$ cat config.mk
export PLATFORM = sky130hd
export DESIGN_NAME = spi_flash_copier
export DESIGN_NICKNAME = d
export VERILOG_FILES = /design/src/rtl/spi_flash_copier.sv
export SDC_FILE = /design/constraint.sdc
export NUM_CORES = 1
export LEC_CHECK = 0
export ABC_AREA = 1
export CORE_MARGIN = 2
export CORE_UTILIZATION = 50
export DETAILED_ROUTE_END_ITERATION = 8
export DONT_BUFFER_PORTS = 1
export MAX_ROUTING_LAYER = met4
export PLACE_DENSITY = 0.75
export SLEW_MARGIN = 25
export SYNTH_ARGS = -nofsm -noshare
export SYNTH_HDL_FRONTEND = slang
export SYNTH_SLANG_ARGS = --single-unit
export TNS_END_PERCENT = 30
$ cat constraint.sdc
create_clock -name clk -period 1.5 [get_ports clk]
set_clock_uncertainty 0.1 [all_clocks]
set_input_delay 0.3 -clock clk [delete_from_list [all_inputs] [get_ports clk]]
set_output_delay 0.3 -clock clk [all_outputs]
set_load 0.02 [all_outputs]
$ cat src/rtl/spi_flash_copier.sv
// Sends a flash READ command, then packs the returned bytes little-endian into
// 32-bit words and writes each word to the SoC bus before the next SPI byte.
module spi_flash_copier #(
  parameter int unsigned CS_GAP   = 4,
  parameter logic [7:0]  CMD_READ = 8'h03
) (
  input  logic        clk,
  input  logic        reset,
  input  logic        start,
  input  logic [23:0] flashAddress,
  input  logic [31:0] destAddress,
  input  logic [15:0] wordCount,
  output logic        busy,
  output logic        done,
  output logic [7:0]  spiDataTx,
  output logic        spiValid,
  input  logic [7:0]  spiDataRx,
  input  logic        spiReady,
  output logic        spiCSn,
  output logic [31:0] busAddress,
  output logic [31:0] busDataOut,
  output logic        busValid,
  output logic        busWriteEnable,
  input  logic        busReady
);

  localparam int unsigned GapW = (CS_GAP > 1) ? $clog2(CS_GAP) : 1;
  localparam logic [GapW-1:0] GapLast = GapW'(CS_GAP - 1);

  typedef enum logic [2:0] {
    IDLE, GAP, SEND, WAIT_LOW, WAIT_HIGH, WRITE, FINISH
  } state_t;

  state_t state, stateNext;

  logic [23:0]     flashAddrQ;
  logic [31:0]     destQ;
  logic [15:0]     remaining;
  logic [31:0]     word;
  logic [2:0]      byteCnt;
  logic [1:0]      lane;
  logic            lowSeen;
  logic [GapW-1:0] gapCnt;

  logic       acceptStart, emptyStart, gapDone, sendByte, byteDone;
  logic       isData, wordDone, writeAccept, lastWord;
  logic [7:0] txByte;

  // State register
  always_ff @(posedge clk) begin
    if (reset) state <= IDLE;
    else       state <= stateNext;
  end

  // Next-state logic
  always_comb begin
    stateNext = state;
    case (state)
      IDLE:      if (acceptStart) stateNext = GAP;
      GAP:       if (gapDone) stateNext = SEND;
      SEND:      if (sendByte) stateNext = WAIT_LOW;
      WAIT_LOW: begin
        if (!spiReady)     stateNext = WAIT_HIGH;
        else if (byteDone) stateNext = wordDone ? WRITE : SEND;
      end
      WAIT_HIGH: if (byteDone) stateNext = wordDone ? WRITE : SEND;
      WRITE:     if (writeAccept) stateNext = lastWord ? FINISH : SEND;
      FINISH:    stateNext = IDLE;
      default:   stateNext = IDLE;
    endcase
  end

  // Control strobes and outgoing byte selection
  always_comb begin
    acceptStart = (state == IDLE) && start && (wordCount != 16'd0);
    emptyStart  = (state == IDLE) && start && (wordCount == 16'd0);
    gapDone     = (state == GAP) && (gapCnt == GapLast);
    sendByte    = (state == SEND) && spiReady;
    // A byte that never pulls spiReady low for two cycles counts as finished.
    byteDone    = ((state == WAIT_LOW) && spiReady && lowSeen) ||
                  ((state == WAIT_HIGH) && spiReady);
    isData      = (byteCnt == 3'd4);
    wordDone    = byteDone && isData && (lane == 2'd3);
    writeAccept = (state == WRITE) && busReady;
    lastWord    = (remaining == 16'd1);
    txByte      = 8'h00;
    case (byteCnt)
      3'd0:    txByte = CMD_READ;
      3'd1:    txByte = flashAddrQ[23:16];
      3'd2:    txByte = flashAddrQ[15:8];
      3'd3:    txByte = flashAddrQ[7:0];
      default: txByte = 8'h00;
    endcase
  end

  // Datapath and registered outputs
  always_ff @(posedge clk) begin
    if (reset) begin
      busy       <= 1'b0;
      done       <= 1'b0;
      spiCSn     <= 1'b1;
      spiValid   <= 1'b0;
      spiDataTx  <= 8'h00;
      busValid   <= 1'b0;
      busAddress <= 32'h0;
      busDataOut <= 32'h0;
      flashAddrQ <= 24'h0;
      destQ      <= 32'h0;
      remaining  <= 16'h0;
      word       <= 32'h0;
      byteCnt    <= 3'd0;
      lane       <= 2'd0;
      lowSeen    <= 1'b0;
      gapCnt     <= '0;
    end else begin
      done     <= 1'b0;
      spiValid <= 1'b0;
      if (acceptStart) begin
        busy       <= 1'b1;
        flashAddrQ <= flashAddress;
        destQ      <= destAddress & 32'hFFFF_FFFC;
        remaining  <= wordCount;
        byteCnt    <= 3'd0;
        lane       <= 2'd0;
        gapCnt     <= '0;
      end
      if (emptyStart) done <= 1'b1;
      if (state == GAP) gapCnt <= gapCnt + GapW'(1);
      if (gapDone) spiCSn <= 1'b0;
      if (sendByte) begin
        spiValid  <= 1'b1;
        spiDataTx <= txByte;
        lowSeen   <= 1'b0;
      end
      if ((state == WAIT_LOW) && spiReady) lowSeen <= 1'b1;
      if (byteDone) begin
        if (!isData) begin
          byteCnt <= byteCnt + 3'd1;
        end else begin
          word <= {spiDataRx, word[31:8]};
          lane <= lane + 2'd1;
        end
      end
      if (wordDone) begin
        busValid   <= 1'b1;
        busAddress <= destQ;
        busDataOut <= {spiDataRx, word[31:8]};
      end
      if (writeAccept) begin
        busValid  <= 1'b0;
        destQ     <= destQ + 32'd4;
        remaining <= remaining - 16'd1;
        if (lastWord) begin
          spiCSn <= 1'b1;
          done   <= 1'b1;
          busy   <= 1'b0;
        end
      end
    end
  end

  assign busWriteEnable = busValid;

endmodule

# Yosys cells after proc, flatten, opt, wreduce, memory -nomap -nowiden
# Cells that the tools add are included.
[word_totals] register_bits=192 latchBits=0 ramBits=0 mem_bits_ro=0 in_bits=85 wordCells=94 memories=0
[op_classes] add_sub_neg=5 multipliers=0 div=0 order_cmp=0 eq_ne=16 n_shift=0 muxes=34 bitwise=0 reduce_logical=22
[op_table] op="2-to-1 mux 32 bit" n=2
[op_table] op="2-to-1 mux 3 bit" n=11
[op_table] op="adder 32 x 3 -> 32 bit (second input constant)" n=1
[op_table] op="2-to-1 mux 16 bit" n=2
[op_table] op="case mux 8 bit (4 select lines)" n=1
[op_table] op="case mux 3 bit (6 select lines)" n=1
[op_table] op="equality test 16 x 1 -> 1 bit (second input constant)" n=1
[op_table] op="zero test 16 bit" n=1
[op_table] op="nonzero test 16 bit" n=1
[op_table] op="subtractor 16 x 1 -> 16 bit (second input constant)" n=1
[op_table] op="equality test 3 x 2 -> 1 bit (second input constant)" n=4
[op_table] op="2-to-1 mux 1 bit" n=12
[op_table] op="logical AND 1 bit" n=11
[op_table] op="2-to-1 mux 2 bit" n=5
[op_table] op="equality test 3 bit (second input constant)" n=3
[op_table] op="!= test 2 bit (second input constant)" n=4
[op_table] op="equality test 3 x 1 -> 1 bit (second input constant)" n=2
[op_table] op="zero test 3 bit" n=2
[op_table] op="nonzero test 2 bit" n=3
[op_table] op="adder 2 x 1 -> 2 bit (second input constant)" n=2
[op_table] op="equality test 2 bit (second input constant)" n=2
[op_table] op="AND reduction 4 bit" n=1
[op_table] op="adder 3 x 1 -> 3 bit (second input constant)" n=1
[op_table] op="AND reduction 2 bit" n=1
[op_table] op="other kinds (2)" n=2

# Depth between registers and ports, before layout
[logic_depth] word_depth=10 depth_mapped=12 ltp_nobuf=12

# Worst setup path after synthesis
# Ideal clock, no wire load.
[synth_path] path_type="register -> register" startpoint="register byteCnt[0]" endpoint="register busAddress[29]" setup_ps=70 arrival_ps=1391 path_slack_ps=-61 stages_incl_launch_ff=9 path_cell_list="dfxtp_1 > inv_1 > ha_1 > nand2_1 > inv_2 > nand4_4 > clkbuf_1 > o21ai_0 > a21oi_1"
[synth_via] elab_chain_len=3
[synth_lines] element="start, declared" line="40" rtl="logic [2:0] byteCnt;"
[synth_lines] element="start signal, assigned" line="138" rtl="byteCnt <= byteCnt + 3'd1;"
[synth_lines] element="equality test 3 bit" line="82" rtl="isData = (byteCnt == 3'd4);"
[synth_lines] element="logical AND 1 bit (2 in a row)" line="83" rtl="wordDone = byteDone && isData && (lane == 2'd3);"
[synth_lines] element="end signal, assigned" line="146" rtl="busAddress <= destQ;"
[synth_lines] element="end, declared" line="20" rtl="output logic [31:0] busAddress,"
# No other way between the ends.
# A chain may end at the register's enable or synchronous reset.

# Worst setup path after layout
[layout_path] startpoint="register byteCnt[0]" endpoint="register state[2]"
[layout_via] elab_chain_len=7
[layout_lines] element="equality test 3 bit (*)" line="82"
[layout_lines] element="logical AND 1 bit (*) (2 in a row)" line="83"
[layout_lines] element="2-to-1 mux 3 bit (*) (2 in a row)" line="64, 66"
[layout_lines] element="2-to-1 mux 3 bit" line="63" rtl="if (!spiReady) stateNext = WAIT_HIGH;"
[layout_lines] element="case mux 3 bit (6 select lines) (*)" line="58" rtl="case (state)"
[layout_lines] element="end signal, assigned" line="52" rtl="else state <= stateNext;"
[layout_lines] element="end, declared" line="34" rtl="state_t state, stateNext;"
# Every way passes the cells marked *; elsewhere a longest branch is shown, timed or not.

==> results.cfg <==
[synthesis]
yosys.cell_types.count = 40
ys_warn_count = 0
synth_edf_count = 0
synth_ff_type = dfxtp_1
async_reset_ff_frac = 0
ys_ff_latch = 180
postSynthAreaPerCell_um2 = 6.88
syn_inst = 1229
syn_area_um2 = 8450
yosysSeqAreaShare = 0.426

[worst_setup_path]
worst_ep_arrival_time_ns = 1.97
cp_slowest_cell = dfxtp_1
cpPeakStageDelay_ns = 0.32
crit_fanout = 5
start_kind = flip-flop
cp_num_buf_inv = 4
crit_type = reg -> reg
required_ns = 1.75
path_cells = inv_1 -> ha_2 -> nand2_2 -> inv_4 -> nand4_4 -> buf_12 -> buf_12 -> nand2_4 -> nand2_2 -> nand2_1 -> nand2_1 -> a21oi_1
path_delay_family = buffers and inverters
cp-end-kind = flip-flop

[global_route]
grt_max_degree = 76
antenna_found_initial = 2
grt_pass1_wl_um = 38300
grt_pass1_vias = 7948
globalRouteOverflowTotal = 0
grt.total_usage = 0.273

[floorplan]
die_y_um = 134
rows = 47
core_area_um2 = 16500
pin_count = 163
die_w_um = 134
start_util = 0.511
dieArea_um2 = 18000

[finish]
final_cell_mix = 264 x nand2_1, 157 x dfxtp_1, 125 x nor2_1, 124 x inv_1, 119 x a21oi_1
layout-drive-gt1-share = 0.270
fillers = 1297
final_common_cell = nand2_1
fin_cells = 1613
synthToLayoutAreaGrowth_pct = 38.9
final_area_um2 = 11700
final_nets = 1473

[timing]
finalWorstSetupSlack_ns = -0.227
fin_tns_setup_ns = -16.88
min_period_ns = 1.73
post-route-period-util = 1.15
fmax_mhz = 579
hold_slack_ns = -0.166
slew_violations = 0
hold_viol = 74
rsz0062_at_grt = yes
finalSetupViolations = 165

[power_and_ir_drop]
p_int_mw = 9.55
seqPwrFrac = 0.394
p_comb_frac = 0.303
p_leak_nw = 4.56
cellPowerDensity_nw_per_um2 = 1240
switchingPower_mw = 4.96
clkPwrFrac = 0.302
total_power_mw = 14.5
swShare = 0.342
peakVddDrop_mv = 0.952

[drt]
first_pass_iters = 5
routed_wl_um = 26000
drtIter0Drc = 630
wl_per_cell_um = 16.1
via_count = 8678
vias_per_cell = 5.38
ant_nets = 0
drcViolationCount = 0

[place]
dp_cells = 1497
dp_hpwl_um = 15500
place.gp.congestion = 0.902
port-buffer-count = 0
dpl_cell_area_um2 = 9380

[clock_network]
clkTransAtPathRegs_ns = 0.07
htreeDepth = 4
clock_latency_ns = 0.43
cts_sinks = 180
ctsHoldBuffers = 43
clockBufferDepth = 2
cts_root_buffer = clkbuf_16
cts_buffers = 17
cts_tree = yes

[worst_hold_path]
min_path_type = in -> reg

[run]
max_cap_violations = 0

[outcome]
violations = hold timing, setup timing
status = finished, violations left
-- metal layers --
layer,vias up,share of wire,global-route usage
met5,-,0,-
met4,0,0.013,0.0804
met3,25,0.071,0.0608
met2,326,0.49,0.437
met1,4045,0.43,0.347
li1,4282,-,-
-- state kept, by name, indices dropped and copies added (netlist names), 2 cells and up --
signal / count
busAddress: 30
busDataOut: 32
flashAddrQ: 24
destQ: 30
remaining: 16
gapCnt: 2
spiDataTx: 8
byteCnt: 3
word: 24
lane: 2
state: 3
-- final timing paths --
check | from | end | slack [ns] | cells past startpoint
setup / recovery | byteCnt[0]$_SDFF_PP0_ | state[2]$_SDFFE_PP0P_ | -0.23 | 12
hold / removal | reset | destQ[30]$_SDFFE_PP0P_ | -0.17 | 1
setup reg to reg | byteCnt[0]$_SDFF_PP0_ | state[2]$_SDFFE_PP0P_ | -0.23 | 12
hold reg to reg | busValid$_SDFFE_PP0P_ | busValid$_SDFFE_PP0P_ | 0.36 | 2
-- worst reg2reg max path, cell delays in order, from the launching register on --
cell	delay, ns
dfxtp_1	0.32
inv_1	0.08
ha_2	0.19
nand2_2	0.08
inv_4	0.08
nand4_4	0.10
buf_12	0.17
buf_12	0.14
nand2_4	0.05
nand2_2	0.05
nand2_1	0.07
nand2_1	0.06
a21oi_1	0.16
-- timing repair --
action | CTS | global route
resized for setup | 129 | 192
pin swaps | 14 | 28
setup buffers | 15 | 13
endpoints found under the hold margin | 117 | 74
gates cloned | 4 | 8
endpoints found under the setup margin | 169 | 177
-- power groups by stage --
stage                     Clock, mW  Combinational, mW  Sequential (mW)
final                          4.39               4.40             5.73
after global routing           4.68               4.75             5.77
after CTS                      4.42               3.25             5.66
after detailed placement          0               2.83             5.75
after global placement            0               2.75             5.74
after floorplan                   0               1.85             5.64
-- final cells by class --
| cell class | count | area [µm²] | area share |
|---|---|---|---|
| Multi-Input combinational cell | 851 | 4660 | 0.397 |
| Sequential cell | 180 | 3650 | 0.311 |
| Timing Repair Buffer | 190 | 2010 | 0.171 |
| Inverter | 136 | 546 | 0.0465 |
| Clock buffer | 17 | 425 | 0.0362 |
| Tap cell | 220 | 275 | 0.0235 |
| Clock inverter | 15 | 159 | 0.0135 |
| Timing Repair inverter | 2 | 12.5 | 0.00107 |
| Antenna cell | 2 | 5.00 | 0.000426 |
-- cells in the mapped netlist, types with 8 or more instances --
cell type    n  area share
dfxtp_1    180        0.43
buf_2       13      0.0077
clkbuf_1    33       0.015
o21ai_0    106       0.063
a21oi_1    145       0.086
inv_1      127       0.056
nand2_1    281        0.12
nor2_1     147       0.065
buf_6        8       0.011
buf_4        8      0.0071
inv_2        8      0.0036
nand3b_1     9      0.0080
o21ai_1     14      0.0083
nand3_1     77       0.046
ha_1        10       0.015
-- logic make-up after synthesis --
group / Yosys count / synth area share
other cells: 1 / 0.000444
xor+xnor: 4 / 0.00415
simple gates: 548 / 0.276
fa+ha+maj: 10 / 0.0148
buf+inv: 199 / 0.101
flops: 180 / 0.426
compound gates: 287 / 0.177
-- metrics by stage --
step,worst slack (ns),hold WS [ns],util
2_1_floorplan,-0.0329,0.333,-
3_3_place_gp,-0.202,0.287,0.568
3_5_place_dp,-0.256,0.286,0.568
4_1_cts,-0.153,-0.170,0.660
5_1_grt,-0.351,-0.189,0.710
6_report,-0.227,-0.166,0.710
(Power assumes the default switching activity.)
